<file path="config.mk">
export PLATFORM = sky130hd
export DESIGN_NAME = mac_multibank_flat
export DESIGN_NICKNAME = d
export VERILOG_FILES = /design/src/rtl/mac_pkg.sv /design/src/rtl/mac_multibank_if.sv /design/src/rtl/mac_sat_acc.sv /design/src/rtl/mac_multibank.sv /design/src/flat_wrapper.sv
export SDC_FILE = /design/constraint.sdc
export NUM_CORES = 1
export LEC_CHECK = 0
export CAP_MARGIN = 20
export CORE_MARGIN = 5
export CORE_UTILIZATION = 54
export DETAILED_ROUTE_END_ITERATION = 10
export PLACE_DENSITY = 0.72
export SLEW_MARGIN = 20
export SYNTH_ARGS = -nofsm -noshare
export SYNTH_HDL_FRONTEND = slang
export SYNTH_SLANG_ARGS = --single-unit
</file>
<file path="constraint.sdc">
create_clock -name clk -period 9.3 [get_ports clk]
set_clock_uncertainty 0.15 [all_clocks]
set_input_delay 1.395 -clock clk [delete_from_list [all_inputs] [get_ports clk]]
set_output_delay 1.395 -clock clk [all_outputs]
set_load 0.02 [all_outputs]
</file>
<file path="src/rtl/mac_pkg.sv">
// Shared helpers for the multi-bank MAC: width math, accumulator limits
// and parameter legality.
package mac_pkg;

   localparam int MAX_W = 128;

   function automatic int clog2(input int v);
      int r;
      r = 0;
      for (int i = 0; i < 31; i++)
         if ((1 << r) < v) r++;
      return (r < 1) ? 1 : r;
   endfunction

   function automatic logic [MAX_W-1:0] acc_max(input int w);
      return (MAX_W'(1) << (w - 1)) - MAX_W'(1);
   endfunction

   function automatic logic [MAX_W-1:0] acc_min(input int w);
      return MAX_W'(1) << (w - 1);
   endfunction

   function automatic bit params_ok(
      input int dw,
      input int aw,
      input int nb,
      input int ow
   );
      return (aw >= 2 * dw + 1) && (ow > 0) && (aw % ow == 0) &&
             (nb >= 2) && ((nb & (nb - 1)) == 0) && (aw <= MAX_W - 1);
   endfunction

endpackage

</file>
<file path="src/rtl/mac_multibank_if.sv">
// Operand-pair channel into the MAC core; valid/ready handshake.
interface mac_multibank_if #(
   parameter int DATA_W = 8,
   parameter int BANK_W = 2
);
   logic              in_valid;
   logic              in_ready;
   logic [DATA_W-1:0] in_a;
   logic [DATA_W-1:0] in_b;
   logic [BANK_W-1:0] in_bank;
   logic              in_signed;
   logic              in_sub;

   modport master (
      output in_valid, in_a, in_b, in_bank, in_signed, in_sub,
      input  in_ready
   );

   modport slave (
      input  in_valid, in_a, in_b, in_bank, in_signed, in_sub,
      output in_ready
   );
endinterface

</file>
<file path="src/rtl/mac_sat_acc.sv">
// One-bit-wide-guard add/sub of an extended product onto an accumulator,
// with saturate-or-wrap and overflow detect.
module mac_sat_acc
   import mac_pkg::*;
#(
   parameter int DATA_W = 8,
   parameter int ACC_W  = 24
) (
   input  logic [ACC_W-1:0]    acc,
   input  logic [2*DATA_W-1:0] prod,
   input  logic                is_signed,
   input  logic                sub,
   input  logic                sat,
   output logic [ACC_W-1:0]    res,
   output logic                ovf
);
   localparam int PW = 2 * DATA_W;
   localparam int XW = ACC_W + 1;
   localparam logic [ACC_W-1:0] LIM_HI = ACC_W'(acc_max(ACC_W));
   localparam logic [ACC_W-1:0] LIM_LO = ACC_W'(acc_min(ACC_W));

   logic [XW-1:0] ext;
   logic [XW-1:0] accx;
   logic [XW-1:0] sum;
   logic          neg;

   always_comb begin
      ext  = {{(XW - PW){is_signed & prod[PW-1]}}, prod};
      accx = {acc[ACC_W-1], acc};
      sum  = sub ? (accx - ext) : (accx + ext);
      // guard bit disagreeing with the sign bit means out of range
      ovf  = sum[XW-1] ^ sum[XW-2];
      neg  = sum[XW-1];
      res  = sum[ACC_W-1:0];
      unique case (1'b1)
         (!ovf || !sat):      res = sum[ACC_W-1:0];
         (ovf && sat && neg): res = LIM_LO;
         (ovf && sat && !neg): res = LIM_HI;
      endcase
   end
endmodule

</file>
<file path="src/rtl/mac_multibank.sv">
// Multi-bank MAC core: S1 operand register, S2 product register, then
// accumulate into the addressed bank; sliced registered readout.
module mac_multibank
   import mac_pkg::*;
#(
   parameter int DATA_W    = 8,
   parameter int ACC_W     = 24,
   parameter int NUM_BANKS = 4,
   parameter int OUT_W     = 8,
   localparam int BANK_W   = clog2(NUM_BANKS),
   localparam int NSLICE   = ACC_W / OUT_W,
   localparam int SEL_W    = clog2(NSLICE)
) (
   input  logic                 clk,
   input  logic                 rst_n,
   mac_multibank_if.slave       in_ch,
   input  logic                 cfg_sat,
   input  logic                 clr_valid,
   input  logic [BANK_W-1:0]    clr_bank,
   input  logic [BANK_W-1:0]    rd_bank,
   input  logic [SEL_W-1:0]     rd_sel,
   output logic [OUT_W-1:0]     rd_data,
   output logic [NUM_BANKS-1:0] ovf,
   output logic                 busy
);
   localparam int PW = 2 * DATA_W;

   if (!params_ok(DATA_W, ACC_W, NUM_BANKS, OUT_W)) begin : g_bad_params
      $error("mac_multibank: illegal parameter combination");
   end

   typedef struct packed {
      logic              v;
      logic [DATA_W-1:0] a;
      logic [DATA_W-1:0] b;
      logic [BANK_W-1:0] bank;
      logic              sgn;
      logic              sub;
   } s1_t;

   typedef struct packed {
      logic              v;
      logic [PW-1:0]     prod;
      logic [BANK_W-1:0] bank;
      logic              sgn;
      logic              sub;
   } s2_t;

   s1_t              s1;
   s2_t              s2;
   logic             accept;
   logic [PW-1:0]    prod_n;
   logic [ACC_W-1:0] acc [NUM_BANKS];
   logic [ACC_W-1:0] acc_cur;
   logic [ACC_W-1:0] acc_res;
   logic             acc_ovf;
   logic [ACC_W-1:0] rd_word;
   logic [OUT_W-1:0] rd_next;

   assign in_ch.in_ready = rst_n & ~clr_valid;
   assign accept = in_ch.in_valid & in_ch.in_ready;
   assign busy = s1.v | s2.v;

   always_comb begin
      if (s1.sgn)
         prod_n = {{DATA_W{s1.a[DATA_W-1]}}, s1.a} *
                  {{DATA_W{s1.b[DATA_W-1]}}, s1.b};
      else
         prod_n = {{DATA_W{1'b0}}, s1.a} * {{DATA_W{1'b0}}, s1.b};
   end

   always_ff @(posedge clk) begin
      if (!rst_n) begin
         s1 <= '0;
         s2 <= '0;
      end else begin
         s1.v    <= accept;
         s1.a    <= in_ch.in_a;
         s1.b    <= in_ch.in_b;
         s1.bank <= in_ch.in_bank;
         s1.sgn  <= in_ch.in_signed;
         s1.sub  <= in_ch.in_sub;
         s2.v    <= s1.v;
         s2.prod <= prod_n;
         s2.bank <= s1.bank;
         s2.sgn  <= s1.sgn;
         s2.sub  <= s1.sub;
      end
   end

   assign acc_cur = acc[s2.bank];

   mac_sat_acc #(
      .DATA_W (DATA_W),
      .ACC_W  (ACC_W)
   ) u_sat_acc (
      .acc       (acc_cur),
      .prod      (s2.prod),
      .is_signed (s2.sgn),
      .sub       (s2.sub),
      .sat       (cfg_sat),
      .res       (acc_res),
      .ovf       (acc_ovf)
   );

   always_comb begin
      rd_word = acc[rd_bank];
      rd_next = '0;
      for (int i = 0; i < NSLICE; i++)
         if (rd_sel == SEL_W'(i)) rd_next = rd_word[i*OUT_W +: OUT_W];
   end

   // a clear wins over an S2 write to the same bank at the same edge
   always_ff @(posedge clk) begin
      if (!rst_n) begin
         for (int b = 0; b < NUM_BANKS; b++) acc[b] <= '0;
         ovf     <= '0;
         rd_data <= '0;
      end else begin
         for (int b = 0; b < NUM_BANKS; b++) begin
            if (clr_valid && clr_bank == BANK_W'(b)) begin
               acc[b] <= '0;
               ovf[b] <= 1'b0;
            end else if (s2.v && s2.bank == BANK_W'(b)) begin
               acc[b] <= acc_res;
               if (acc_ovf) ovf[b] <= 1'b1;
            end
         end
         rd_data <= rd_next;
      end
   end
endmodule

</file>
<file path="src/flat_wrapper.sv">
// flat-port wrapper written by rule: the top's interface ports become plain ports
module mac_multibank_flat import mac_pkg::*;
#(
   parameter int DATA_W    = 8,
   parameter int ACC_W     = 24,
   parameter int NUM_BANKS = 4,
   parameter int OUT_W     = 8,
   localparam int BANK_W   = clog2(NUM_BANKS),
   localparam int NSLICE   = ACC_W / OUT_W,
   localparam int SEL_W    = clog2(NSLICE)
)
  (clk, rst_n, cfg_sat, clr_valid, clr_bank, rd_bank, rd_sel, rd_data, ovf, busy, in_ch_in_valid, in_ch_in_a, in_ch_in_b, in_ch_in_bank, in_ch_in_signed, in_ch_in_sub, in_ch_in_ready);
  mac_multibank_if #(.DATA_W(DATA_W), .BANK_W(2)) in_ch_i ();
  input  logic clk;
  input  logic rst_n;
  input  logic cfg_sat;
  input  logic clr_valid;
  input  logic [BANK_W-1:0] clr_bank;
  input  logic [BANK_W-1:0] rd_bank;
  input  logic [SEL_W-1:0] rd_sel;
  output logic [OUT_W-1:0] rd_data;
  output logic [NUM_BANKS-1:0] ovf;
  output logic busy;
  input wire logic [$bits(in_ch_i.in_valid)-1:0] in_ch_in_valid;
  input wire logic [$bits(in_ch_i.in_a)-1:0] in_ch_in_a;
  input wire logic [$bits(in_ch_i.in_b)-1:0] in_ch_in_b;
  input wire logic [$bits(in_ch_i.in_bank)-1:0] in_ch_in_bank;
  input wire logic [$bits(in_ch_i.in_signed)-1:0] in_ch_in_signed;
  input wire logic [$bits(in_ch_i.in_sub)-1:0] in_ch_in_sub;
  output wire logic [$bits(in_ch_i.in_ready)-1:0] in_ch_in_ready;
  assign in_ch_i.in_valid = in_ch_in_valid;
  assign in_ch_i.in_a = in_ch_in_a;
  assign in_ch_i.in_b = in_ch_in_b;
  assign in_ch_i.in_bank = in_ch_in_bank;
  assign in_ch_i.in_signed = in_ch_in_signed;
  assign in_ch_i.in_sub = in_ch_in_sub;
  assign in_ch_in_ready = in_ch_i.in_ready;
  mac_multibank #(.DATA_W(DATA_W), .ACC_W(ACC_W), .NUM_BANKS(NUM_BANKS), .OUT_W(OUT_W)) u_core (.clk(clk), .rst_n(rst_n), .in_ch(in_ch_i), .cfg_sat(cfg_sat), .clr_valid(clr_valid), .clr_bank(clr_bank), .rd_bank(rd_bank), .rd_sel(rd_sel), .rd_data(rd_data), .ovf(ovf), .busy(busy));
endmodule
</file>
# Word-level counts from Yosys, hierarchy flattened
# Memories as Yosys holds them, arrays and structs flattened. A register that Yosys moved wholly into a read port is not among the register bits.
# Index checks and enable logic that the tools add are counted.
# W data, S select, Z words.
# op_classes
add_sub_neg	2
n_mul	2
n_eq_ne	8
muxes	44
bitwise	15
n_reduce_logical	26
# op_table
op	count
$mux W24	8
$pmux W24 S3	1
$mul A8 B8 Y16	2
$mux W1	29
$add A24 B17 Y25	1
$mux W25	1
$sub A24 B17 Y25	1
$mux W8	3
$mux W16	1
$logic_and A1 B1 Y1	11
$eq A2 B2 Y1 const B	5
$or A1 B1 Y1	9
$reduce_and A2 Y1	4
$reduce_or A2 Y1	4
$eq A2 B1 Y1 const B	3
$logic_not A2 Y1	3
$and A1 B1 Y1	3
$logic_not A1 Y1	3
$mux W2	1
$not A1 Y1	2
$logic_or A1 B1 Y1	1
$xor A1 B1 Y1	1
# word_totals
regBits	54
mem_bits_rw	96
inputBits	31
out_inout_bits	14
wordCells	114
memories	1
# mem_list
name	depth	word_bits	read_ports	rd_ports_with_merged_regs	wr	line	text
u_core.acc	4	24	2	1	4	mac_multibank.sv:53	logic [ACC_W-1:0] acc [NUM_BANKS];

# Logic depth before layout (Yosys ltp)
# depth
word_depth	8
ltp_mapped	23
depth_no_buf	22

# Hierarchy
# A second synthesis with hierarchy kept.
# hier_totals
hier_cells	1212
area_unflattened_um2	12625.9
# modules_own_cells
module	n_inst	cells_each	area_per_inst_um2	seq_area_each_um2
mac_multibank	1	926	10585.2	3963.8
mac_sat_acc	1	286	2040.7	0.0

# Worst setup path before layout
# Ideal clock, no wire load.
# synth_timing
kind	reg-to-reg
from	register u_core.s1[11] in the netlist's numbering
to	register u_core.s2[19] (netlist name)
setup_time_ns	0.120
arrival_time_ns	4.608
required_time_ns	9.030
path_slack_ns	4.422
stages_incl_launch_ff	18
path_buffers	1
synth_period_minus_slack_ns	4.878
cell_sequence	dfxtp_1 -> clkbuf_1 -> clkinv_1 -> fa_1 -> fa_1 -> inv_1 -> fa_1 -> inv_1 -> fa_1 -> inv_1 -> ha_1 -> nor2b_1 -> o21a_1 -> o41ai_1 -> o21ai_0 -> a31oi_1 -> nor2_1 -> a211o_1
# synth_between
elab_chain_len	2
# synth_rtl
element	line	text
from (decl)	mac_multibank.sv:49	s1_t s1;
$mul A8 B8 Y16, on equally long branches	mac_multibank.sv:69, mac_multibank.sv:66	
$mux W16 (*)	mac_multibank.sv:65	if (s1.sgn)
# Mark *: on every way between the ends. The rest lies on a longest branch, timed or not.
# A chain may end at the register's enable or synchronous reset.

# Worst setup path after layout
# layout_timing
from	register u_core.s1[11] in the netlist's numbering
to	register u_core.s2[19] (netlist name)
# layout_between
elab_chain_len	2
# layout_rtl
element	line
$mul A8 B8 Y16, on equally long branches	mac_multibank.sv:69, mac_multibank.sv:66
$mux W16 (*)	mac_multibank.sv:65
# Marks and branches as above.

==> run metrics <==
result of the run=complete, no violations; count of flip-flops with a built-in enable after synthesis=96; prevailing post-synth register cell=sky130_fd_sc_hd__edfxtp_1; period utilisation layout=57.5%; worst path cell trace=clkinv_1, fa_1, fa_1, inv_1, fa_1, inv_1, fa_1, inv_1, ha_1, nor2b_1, o21a_1, o41ai_1, o21ai_0, a31oi_1, nor2_1, a211o_1; count of nets left with antenna violations after detail routing=0; fillers=1869; post-synthesis instance total=1188; Port Buffer Count=44; Placer Congestion=0.881; Core Box Area=0.0224 mm²; clock root buffer=sky130_fd_sc_hd__clkbuf_16; switching share of power=37.6%; Yosys top cell by area=sky130_fd_sc_hd__edfxtp_1; final std cells w/o fill=1507; Power Density=175 mW/mm²; clock-pin slew on the worst setup and hold paths=0.07 ns; ys async rst share=0%; Clk pwr share=28.0%; number of antenna violations at the first check in global routing=1; Placed Cells incl. Taps=1475; cell internal power dissipation=0.00147 W; final setup TNS=0 ns; part of the power in registers=33.3%; average wire per cell in the routed design=18.2 µm; fraction of synthesized cell area taken by the top area cell type=23.6%; TritonCTS clock tree=done; Via Count=8651; endpoint type of the worst setup path=register; count of cells along the worst hold path=1; total routed wirelength=27500 µm; grt ovf=0; Static Leakage=5.87 nW; number of vias per cell=5.74; CTS H-tree depth=4; destination of the worst hold path=u_core.s2[3]; Top delay family on crit path=adder cells; post-CTS setup buffer count=0; RSZ-0062 raised after global routing=no; Reg2Reg Setup Slack=3.95 ns; TritonCTS Sinks=150; Layout Area Growth over Synthesis=9.93%; post-synthesis instance area=0.0122 mm²; post-detailed-route DRC marker count=0; DIE HEIGHT=160 µm; starting utilization of the core area=54.4%; Min Clock Period, post-route=5.35 ns; final-report max-slew violation count=0; Slew HR=33.1%; hold buffer count at CTS=0; cells on worst reg2reg path=16; number of instances resized during post-cts repair=0; share of the core filled with cells=59.8%; 1st-iter DRT viols=696; ranking of synthesized cells by area=sky130_fd_sc_hd__edfxtp_1 (24%), sky130_fd_sc_hd__fa_1 (14%), sky130_fd_sc_hd__dfxtp_1 (8.9%), sky130_fd_sc_hd__mux4_2 (8.9%), sky130_fd_sc_hd__ha_1 (8.5%); WS Path Type=reg -> reg; biggest cell delay along the critical path=0.57 ns; latest clock arrival within the worst-skew pair=0.43 ns; fmax=187 MHz; Final Hold Violating Endpoints=0; share of synthesized area occupied by flip-flops and latches=32.5%; via count of the first global-routing pass=9063; startpoint of the most critical hold path=u_core.s1[3]; most used cell, CP=sky130_fd_sc_hd__fa_1; mean post-synth cell area=10.3 µm²; top-level port count=45; Final nets=1409; Comb power frac=38.7%; maximum number of pins on one net before global-route repair=39; Tightest Pin Transition=1.00 ns; Die Area=0.0257 mm²; number of setup violations in the final report=0; max-capacitance violation count=0; Synth Register Bits=150; RR Endpoint=u_core.s2[19]; fraction of final layout cells with drive strength greater than 1=10.4%; reg-to-reg startpoint=u_core.s1[11]; Syn. warnings=0; Inserted Diodes=0; Max Buffers Root-to-Sink=2; total CTS buffers=17; ranking of synthesized cells by instance count=sky130_fd_sc_hd__inv_1 (174), sky130_fd_sc_hd__nor2_1 (148), sky130_fd_sc_hd__edfxtp_1 (96); detailed-routing iteration count for the pre-antenna-repair pass=5; first-pass GRT wire length=45500 µm; power spent charging and discharging nets=0.000884 W; Die X-Extent=160 µm; maximum net fanout on the critical path=10; startpoint type of the worst setup path=register; class of the worst hold path=reg -> reg; most instantiated library cell after synthesis=sky130_fd_sc_hd__inv_1; All-Layer GR Usage=22.3%; synthesized netlist net count=1388; data arrival at the endpoint of the critical path=5.52 ns; data required time at the worst endpoint=9.46 ns; FP Rows=55; count of different cell masters after synthesis=66; sum of buffers and inverters on the critical path=4; estimated wirelength of the detail-placed design=20400 µm; cell type of the slowest stage on the worst timing path=sky130_fd_sc_hd__fa_1; peak ir drop on the vdd network=0.177 mV
## worst max path at each step
stage | from | to | slack, ns | depth (start not counted)
finish | u_core.s1[11] | u_core.s2[19] | 3.95 | 16
floorplan | u_core.s1[11] | u_core.s2[19] | 4.42 | 17
detailed placement | u_core.s1[11] | u_core.s2[19] | 4.01 | 16
global route | u_core.s2[4] | u_core.acc[2][11] | 3.56 | 16
CTS | u_core.s1[11] | u_core.s2[19] | 3.97 | 16
global placement | u_core.s1[11] | u_core.s2[19] | 4.10 | 16
## through the flow
step / worst slack (ns) / power (W) / area, µm² / hold WS (ns)
after floorplan: 4.42 / 0.00149 / 12200 / 0.262
after CTS: 3.97 / 0.00236 / 13400 / 0.283
after global placement: 4.10 / 0.00168 / 12900 / 0.264
final: 3.95 / 0.00235 / 13400 / 0.282
after global routing: 3.56 / 0.00249 / 13400 / 0.300
after detailed placement: 4.01 / 0.00170 / 12900 / 0.270
## sequential cells by signal (all words and copies together), names as in the netlist
signal	cells
u_core.rd_data	8
u_core.s2	21
u_core.s1	21
u_core.ovf	4
u_core.acc	96
## cells by family after synthesis
| group | count (synthesis) | synth area share [%] |
|---|---|---|
| adders and majority gates | 169 | 22.6 |
| DFF | 150 | 32.5 |
| buffers and inverters | 222 | 7.13 |
| AOI/OAI and AO/OA | 162 | 8.62 |
| and+or+nand+nor | 362 | 14.7 |
| xor gates and xnor gates | 59 | 4.29 |
| muxes | 64 | 10.2 |
## area by class of cell
type	instances	area, µm²	area share [%]
inverters	176	661	4.92
clock inverters	13	111	0.830
repair buffers	48	465	3.47
flip-flops and latches	150	3970	29.5
clock buffers	19	443	3.30
multi-input cells	816	7420	55.3
well taps	285	357	2.66
## routing by layer
metal / global-route usage, % / up-vias / wire length (µm)
li1: - / 4063 / -
met3: 4.31 / 57 / 1670
met2: 37.9 / 285 / 13500
met5: 0 / - / 0
met4: 7.90 / 0 / 850
met1: 28.7 / 4246 / 11500
## worst reg2reg max path: stages, from the launching register on
cell                       delay [ns]
sky130_fd_sc_hd__dfxtp_1         0.50
sky130_fd_sc_hd__clkinv_1        0.33
sky130_fd_sc_hd__fa_1            0.57
sky130_fd_sc_hd__fa_1            0.52
sky130_fd_sc_hd__inv_1           0.05
sky130_fd_sc_hd__fa_1            0.47
sky130_fd_sc_hd__inv_1           0.05
sky130_fd_sc_hd__fa_1            0.53
sky130_fd_sc_hd__inv_1           0.04
sky130_fd_sc_hd__ha_1            0.32
sky130_fd_sc_hd__nor2b_1         0.14
sky130_fd_sc_hd__o21a_1          0.19
sky130_fd_sc_hd__o41ai_1         0.47
sky130_fd_sc_hd__o21ai_0         0.27
sky130_fd_sc_hd__a31oi_1         0.28
sky130_fd_sc_hd__nor2_1          0.08
sky130_fd_sc_hd__a211o_1         0.27
## placed cells by master, fill, tap and decap left out, types with 45 or more instances in the layout
cell and instances:
sky130_fd_sc_hd__and2_1 74, sky130_fd_sc_hd__edfxtp_1 96, sky130_fd_sc_hd__fa_1 86, sky130_fd_sc_hd__nor2_1 148
sky130_fd_sc_hd__nand2_1 52, sky130_fd_sc_hd__inv_1 174, sky130_fd_sc_hd__dfxtp_1 53, sky130_fd_sc_hd__xnor2_1 48
sky130_fd_sc_hd__ha_1 83, sky130_fd_sc_hd__mux4_2 48, sky130_fd_sc_hd__a21oi_1 45
## power by group through the flow
stage / clock network [W] / logic (W) / registers, W
after global placement: 0 / 0.000892 / 0.000793
after floorplan: 0 / 0.000702 / 0.000783
after global routing: 0.000688 / 0.00102 / 0.000788
after CTS: 0.000664 / 0.000913 / 0.000782
final: 0.000658 / 0.000909 / 0.000783
after detailed placement: 0 / 0.000905 / 0.000797
Note: power is estimated with default switching activity, not from simulation.
